**src/rtl/cpu_pkg.sv**
```systemverilog
// Shared CPU definitions: ALU codes, funct fields, ALUOp encoding
// and the ID/EX control bundle.
package cpu_pkg;

  localparam logic [3:0] ALU_AND = 4'b0000;
  localparam logic [3:0] ALU_OR  = 4'b0001;
  localparam logic [3:0] ALU_ADD = 4'b0010;
  localparam logic [3:0] ALU_SUB = 4'b0110;
  localparam logic [3:0] ALU_SLT = 4'b0111;

  localparam logic [5:0] FUNCT_ADD = 6'h20;
  localparam logic [5:0] FUNCT_SUB = 6'h22;
  localparam logic [5:0] FUNCT_AND = 6'h24;
  localparam logic [5:0] FUNCT_OR  = 6'h25;
  localparam logic [5:0] FUNCT_SLT = 6'h2A;

  typedef enum logic [1:0] {
    ALUOP_ADD   = 2'b00,
    ALUOP_SUB   = 2'b01,
    ALUOP_RTYPE = 2'b10,
    ALUOP_RSVD  = 2'b11
  } alu_op_e;

  typedef struct packed {
    logic       valid;
    logic       alu_src;
    logic       reg_write;
    logic       mem_read;
    logic       mem_write;
    logic       mem_to_reg;
    logic       illegal;
    logic [3:0] alu_code;
  } id_ex_ctrl_t;

  localparam id_ex_ctrl_t CTRL_BUBBLE = '{
    valid:      1'b0,
    alu_src:    1'b0,
    reg_write:  1'b0,
    mem_read:   1'b0,
    mem_write:  1'b0,
    mem_to_reg: 1'b0,
    illegal:    1'b0,
    alu_code:   ALU_ADD
  };

endpackage

```
**src/rtl/alu_control.sv**
```systemverilog
// ALUOp/funct to 4-bit ALU operation decoder.
// Unknown R-type funct falls back to add and raises illegal.
module alu_control
  import cpu_pkg::*;
(
  input  logic [1:0] alu_op,
  input  logic [5:0] funct,
  output logic [3:0] alu_code,
  output logic       illegal
);

  always_comb begin
    alu_code = ALU_ADD;
    illegal  = 1'b0;
    unique case (1'b1)
      alu_op == ALUOP_SUB: alu_code = ALU_SUB;
      alu_op == ALUOP_RTYPE: begin
        unique case (funct)
          FUNCT_ADD: alu_code = ALU_ADD;
          FUNCT_SUB: alu_code = ALU_SUB;
          FUNCT_AND: alu_code = ALU_AND;
          FUNCT_OR:  alu_code = ALU_OR;
          FUNCT_SLT: alu_code = ALU_SLT;
          default:   illegal  = 1'b1;
        endcase
      end
      default: ;
    endcase
  end

endmodule

```
**src/rtl/id_ex_stage.sv**
```systemverilog
// ID/EX pipeline register with ALU decode and load-use detection.
// ID_EX_FORWARDING_EN enables EX/MEM and MEM/WB operand forwarding.
module id_ex_stage
  import cpu_pkg::*;
#(
  parameter int W  = 32,
  parameter int RW = 5
) (
  input  logic          clk,
  input  logic          rst_n,
  input  logic          stall,
  input  logic          flush,
  input  logic          id_valid,
  input  logic [W-1:0]  id_rs_data,
  input  logic [W-1:0]  id_rt_data,
  input  logic [W-1:0]  id_imm,
  input  logic [RW-1:0] id_rs,
  input  logic [RW-1:0] id_rt,
  input  logic [RW-1:0] id_rd,
  input  logic [1:0]    id_alu_op,
  input  logic [5:0]    id_funct,
  input  logic          id_alu_src,
  input  logic          id_reg_dst,
  input  logic          id_reg_write,
  input  logic          id_mem_read,
  input  logic          id_mem_write,
  input  logic          id_mem_to_reg,
  input  logic          exmem_reg_write,
  input  logic [RW-1:0] exmem_rd,
  input  logic [W-1:0]  exmem_result,
  input  logic          memwb_reg_write,
  input  logic [RW-1:0] memwb_rd,
  input  logic [W-1:0]  memwb_result,
  output logic          hazard_stall,
  output logic          ex_valid,
  output logic [W-1:0]  A,
  output logic [W-1:0]  B,
  output logic [3:0]    ALU_operation,
  output logic [W-1:0]  ex_store_data,
  output logic [RW-1:0] ex_dest,
  output logic          ex_reg_write,
  output logic          ex_mem_read,
  output logic          ex_mem_write,
  output logic          ex_mem_to_reg,
  output logic          illegal_funct
);

  id_ex_ctrl_t   ctrl_q;
  id_ex_ctrl_t   ctrl_d;
  logic [W-1:0]  rs_data_q;
  logic [W-1:0]  rt_data_q;
  logic [W-1:0]  imm_q;
  logic [RW-1:0] rs_q;
  logic [RW-1:0] rt_q;
  logic [RW-1:0] dest_q;
  logic [3:0]    dec_code;
  logic          dec_illegal;
  logic [W-1:0]  rs_fwd;
  logic [W-1:0]  rt_fwd;
  logic          rs_hit_ex;
  logic          rt_hit_ex;
  logic          load_use;

  function automatic logic hit(
    input logic          we,
    input logic [RW-1:0] rd,
    input logic [RW-1:0] idx
  );
    return we && (rd != '0) && (rd == idx);
  endfunction

  alu_control u_alu_control (
    .alu_op   (id_alu_op),
    .funct    (id_funct),
    .alu_code (dec_code),
    .illegal  (dec_illegal)
  );

  always_comb begin
    ctrl_d = '{
      valid:      1'b1,
      alu_src:    id_alu_src,
      reg_write:  id_reg_write,
      mem_read:   id_mem_read,
      mem_write:  id_mem_write,
      mem_to_reg: id_mem_to_reg,
      illegal:    dec_illegal,
      alu_code:   dec_code
    };
  end

  assign rs_hit_ex = hit(1'b1, dest_q, id_rs);
  assign rt_hit_ex = hit(1'b1, dest_q, id_rt);
  assign load_use  = ctrl_q.valid & ctrl_q.mem_read
                   & (rs_hit_ex | (rt_hit_ex & ~id_alu_src));

`ifdef ID_EX_FORWARDING_EN
  // EX/MEM is the younger producer, so it is checked first.
  always_comb begin
    if (hit(exmem_reg_write, exmem_rd, rs_q))
      rs_fwd = exmem_result;
    else if (hit(memwb_reg_write, memwb_rd, rs_q))
      rs_fwd = memwb_result;
    else
      rs_fwd = rs_data_q;
  end

  always_comb begin
    if (hit(exmem_reg_write, exmem_rd, rt_q))
      rt_fwd = exmem_result;
    else if (hit(memwb_reg_write, memwb_rd, rt_q))
      rt_fwd = memwb_result;
    else
      rt_fwd = rt_data_q;
  end

  assign hazard_stall = id_valid & load_use;
`else
  logic ex_raw;
  logic mem_raw;
  logic unused_fwd;

  assign rs_fwd = rs_data_q;
  assign rt_fwd = rt_data_q;

  // Without bypass paths every in-flight producer must drain first.
  assign ex_raw  = ctrl_q.valid & ctrl_q.reg_write
                 & (rs_hit_ex | rt_hit_ex);
  assign mem_raw = hit(exmem_reg_write, exmem_rd, id_rs)
                 | hit(exmem_reg_write, exmem_rd, id_rt);

  assign hazard_stall = id_valid & (load_use | ex_raw | mem_raw);

  assign unused_fwd = ^{exmem_result, memwb_reg_write,
                        memwb_rd, memwb_result, rs_q, rt_q};
`endif

  always_ff @(posedge clk) begin
    if (!rst_n || flush) begin
      ctrl_q    <= CTRL_BUBBLE;
      rs_data_q <= '0;
      rt_data_q <= '0;
      imm_q     <= '0;
      rs_q      <= '0;
      rt_q      <= '0;
      dest_q    <= '0;
    end else if (!stall) begin
      if (hazard_stall || !id_valid) begin
        ctrl_q    <= CTRL_BUBBLE;
        rs_data_q <= '0;
        rt_data_q <= '0;
        imm_q     <= '0;
        rs_q      <= '0;
        rt_q      <= '0;
        dest_q    <= '0;
      end else begin
        ctrl_q    <= ctrl_d;
        rs_data_q <= id_rs_data;
        rt_data_q <= id_rt_data;
        imm_q     <= id_imm;
        rs_q      <= id_rs;
        rt_q      <= id_rt;
        dest_q    <= id_reg_dst ? id_rd : id_rt;
      end
    end
  end

  assign ex_valid      = ctrl_q.valid;
  assign A             = rs_fwd;
  assign B             = ctrl_q.alu_src ? imm_q : rt_fwd;
  assign ALU_operation = ctrl_q.alu_code;
  assign ex_store_data = rt_fwd;
  assign ex_dest       = dest_q;
  assign ex_reg_write  = ctrl_q.reg_write;
  assign ex_mem_read   = ctrl_q.mem_read;
  assign ex_mem_write  = ctrl_q.mem_write;
  assign ex_mem_to_reg = ctrl_q.mem_to_reg;
  assign illegal_funct = ctrl_q.illegal;

endmodule

```
**config.mk**
```make
export PLATFORM = sky130hd
export DESIGN_NAME = id_ex_stage
export DESIGN_NICKNAME = d
export VERILOG_FILES = /design/src/rtl/cpu_pkg.sv /design/src/rtl/alu_control.sv /design/src/rtl/id_ex_stage.sv
export SDC_FILE = /design/constraint.sdc
export NUM_CORES = 1
export LEC_CHECK = 0
export ABC_CLOCK_PERIOD_IN_PS = 2500
export CAP_MARGIN = 20
export CORE_AREA = 3 3 124 126
export DETAILED_ROUTE_END_ITERATION = 7
export DIE_AREA = 0 0 127 129
export PLACE_DENSITY_LB_ADDON = 0.2
export SYNTH_ARGS = -nofsm -noshare
export SYNTH_HDL_FRONTEND = slang
export SYNTH_HIERARCHICAL = 1
export SYNTH_SLANG_ARGS = --single-unit
```
**constraint.sdc**
```tcl
create_clock -name clk -period 2.5 [get_ports clk]
set_input_delay 0.5 -clock clk [delete_from_list [all_inputs] [get_ports clk]]
set_output_delay 0.5 -clock clk [all_outputs]
set_load 0.1 [all_outputs]
```
==> flow_summary.json <==
{
  "cts_tree": "yes",
  "postCtsHoldBufs": 0,
  "place.gp.congestion": 0.844,
  "avgSynthCellArea_um2": 12.0,
  "htree_levels": 3,
  "antenna_found_initial": 0,
  "synthAdderAreaFrac": 0.00580,
  "core_area_um2": 14400,
  "ys_ff_latch": 112,
  "track_usage": 0.165,
  "min_period_ps": 2420,
  "rsz0062_at_grt": "no",
  "clock_latency_ps": 350,
  "antennaDiodeCount": 0,
  "peakVddDrop_v": 0.000294,
  "slew_viol_final": 0,
  "yosys-top-cells-area": "dfxtp_1 (52%), a22o_1 (22%), mux2_2 (9.6%), xor2_1 (4.1%), buf_6 (2.3%)",
  "synth_nets": 567,
  "gr-total-overflow": 0,
  "row_count": 44,
  "power_mw": 3.99,
  "synthMuxAreaShare": 0.0988,
  "synth-simple-area-share": 0.0336,
  "dieArea_um2": 16400,
  "synthDistinctLibCells": 33,
  "area_growth_pct": 72.6,
  "initial_core_util": 0.299,
  "hpwl_um": 10300,
  "clock-sinks": 112,
  "p_seq_frac": 0.464,
  "whs_endpoint": "ALU_operation[1]$_SDFFE_PP1N_",
  "dpl_worst_slack_ps": -291,
  "power.density_nw_per_um2": 535,
  "cp.arrival_ps": 1920,
  "p_comb_frac": 0.197,
  "wl_um": 14000,
  "dr.pass1.iters": 4,
  "final_hold_viol_count": 0,
  "p_switching_mw": 1.13,
  "synth_top_family_by_area": "compound AO/OA/AOI/OAI gates",
  "p_leak_nw": 3.16,
  "syn_area_um2": 4320,
  "synth-xor-area-share": 0.0406,
  "finalSetupViolations": 0,
  "reg2reg_depth": 7,
  "fin_ws_ps": 75.2,
  "drtAntennaViolNets": 0,
  "cp-end-kind": "output pin",
  "cap_violations": 0,
  "synth_flop_cell": "dfxtp_1",
  "timing.rr.start": "ex_dest[3]$_SDFFE_PP0N_",
  "cp-start-kind": "input port",
  "worstHoldStart": "ALU_operation[1]$_SDFFE_PP1N_",
  "grt_max_degree": 113,
  "io_pins": 318,
  "final.period_utilization": 0.970,
  "finClkSkew_ps": 9.28,
  "drcViolationCount": 0,
  "timing.fmax_mhz": 412,
  "hold_depth": 2,
  "vias": 3800,
  "syn_inst": 359,
  "crit_type": "in2out",
  "vias_per_cell": 4.82,
  "synthArstFlopShare": 0,
  "grt_pass1_vias": 3902,
  "final_nets": 807,
  "die_w_um": 127,
  "die_y_um": 129,
  "hold_class": "reg2reg",
  "drt_iter0_markers": 151,
  "r2r_end": "ex_store_data[13]$_SDFFE_PP0N_",
  "yosysTopAreaCell": "dfxtp_1",
  "wl_per_cell_um": 17.8,
  "path_max_fanout": 2,
  "required_ps": 2000,
  "synth_top_area_share": 0.519,
  "drive_above_1_share": 0.328,
  "hold_ws_ps": 464,
  "synth_compound_area_frac": 0.245,
  "cts_root_buf": "clkbuf_16",
  "clkTransAtPathRegs_ps": 70,
  "slew_headroom": 0.623,
  "power_frac_clock": 0.339,
  "port_buffers": 247,
  "synth_edf_count": 0,
  "switching_share": 0.284,
  "ys_seq_area_frac": 0.519,
  "worst_pin_slew_ps": 566,
  "power.internal_mw": 2.85,
  "cts_made_buffers": 9,
  "cts_max_path_buffers": 2,
  "yosys_warnings": 6,
  "grt_pass1_wl_um": 21300,
  "status": "complete, no violations",
  "r2r_slack_ps": 440
}
[what timing repair did]
| action | 4_1_cts | 5_1_grt |
|---|---|---|
| buffers inserted | 2 | 0 |
| pin swaps | 8 | 2 |
| hold endpoints to repair | 0 | 0 |
| resized for setup | 19 | 2 |
| endpoints found under the setup margin | 1 | 1 |
[critical path, cell delays in order]
cell and delay, ps:
clkdlybuf4s50_1 550, xor2_1 210, nor3_2 60, a22oi_2 180, o22ai_2 110, and2_4 150, buf_12 160
[power groups by stage]
stage | combinational (mW) | clock [mW] | sequential (mW)
global route | 0.819 | 1.46 | 1.85
CTS | 0.788 | 1.42 | 1.85
floorplan | 0.234 | 0 | 2.07
global placement | 0.775 | 0 | 1.89
finish | 0.785 | 1.35 | 1.85
detailed placement | 0.782 | 0 | 1.89
[placed cells by master (no fill, tap or decap), drive strengths merged]
cell	Yosys	routed
o221ai	1	1
mux2i	1	1
dfxtp	112	112
nor4	1	1
nor2b	1	1
o221a	1	1
nand2b	1	1
a22o	110	110
o21ai	1	1
a21o	1	1
clkbuf	17	10
conb	1	1
or3b	1	1
ha	2	2
inv	7	8
xor2	20	20
and2	2	2
nor2	4	4
clkinv	0	4
buf	17	128
a31oi	1	1
and3b	1	1
nor3	4	4
nand4bb	3	3
dlygate4sd2	0	10
clkdlybuf4s50	0	125
nor4b	1	1
or4	2	2
o22ai	2	2
a21oi	2	2
a22oi	3	3
a41oi	1	1
mux2	37	37
nand2	1	1
clkinvlp	0	1
[how the worst max path moves through the flow]
stage,start,to,slack [ps],cells after the start
after floorplan,ex_valid$_SDFFE_PP0N_,hazard_stall,30,5
after global placement,id_rt[3],hazard_stall,-240,7
after detailed placement,id_rt[3],hazard_stall,-290,7
after CTS,ex_dest[0]$_SDFFE_PP0N_,hazard_stall,10,5
after global routing,id_rt[3],hazard_stall,3,7
final,id_rs[4],hazard_stall,80,7
[cells by family after synthesis]
group,Yosys count
AO/OA/AOI/OAI,123
XOR/XNOR,20
adder cells (fa/ha/maj),2
buffers and inverters,41
flip-flops,112
multiplexers,38
other,1
AND/OR/NAND/NOR,22
[per-stage QoR]
stage                util  cell area [um^2]  instances  TNS, ps
finish              0.517              7450        788        0
floorplan               -              4330        359        0
global placement    0.494              7120        770    -8590
CTS                 0.516              7440        788        0
detailed placement  0.494              7120        770   -13940
global route        0.517              7450        788        0
[layer usage]
metal	share of wire	up-vias	global-route usage
met3	0.080	11	0.0631
li1	-	1837	-
met2	0.49	142	0.279
met5	0	-	0
met4	0.014	0	0.0429
met1	0.41	1810	0.197
[synthesized netlist by cell type, drive strengths merged, types with 2 or more instances]
| master | number |
|---|---|
| clkbuf | 17 |
| a22o | 110 |
| or4 | 2 |
| a22oi | 3 |
| buf | 17 |
| nand4bb | 3 |
| nor3 | 4 |
| xor2 | 20 |
| dfxtp | 112 |
| nor2 | 4 |
| a21oi | 2 |
| o22ai | 2 |
| mux2 | 37 |
| ha | 2 |
| inv | 7 |
| and2 | 2 |
[area by class of cell]
| type | count | area [um^2] |
|---|---|---|
| Multi-Input combinational cell | 206 | 1900 |
| Tap cell | 184 | 230 |
| Inverter | 7 | 26.3 |
| Clock inverter | 6 | 43.8 |
| Clock buffer | 10 | 229 |
| Timing Repair Buffer | 263 | 2780 |
| Sequential cell | 112 | 2250 |
| Fill cell | 1269 | 6970 |
Power figures use the tool's default switching activity.
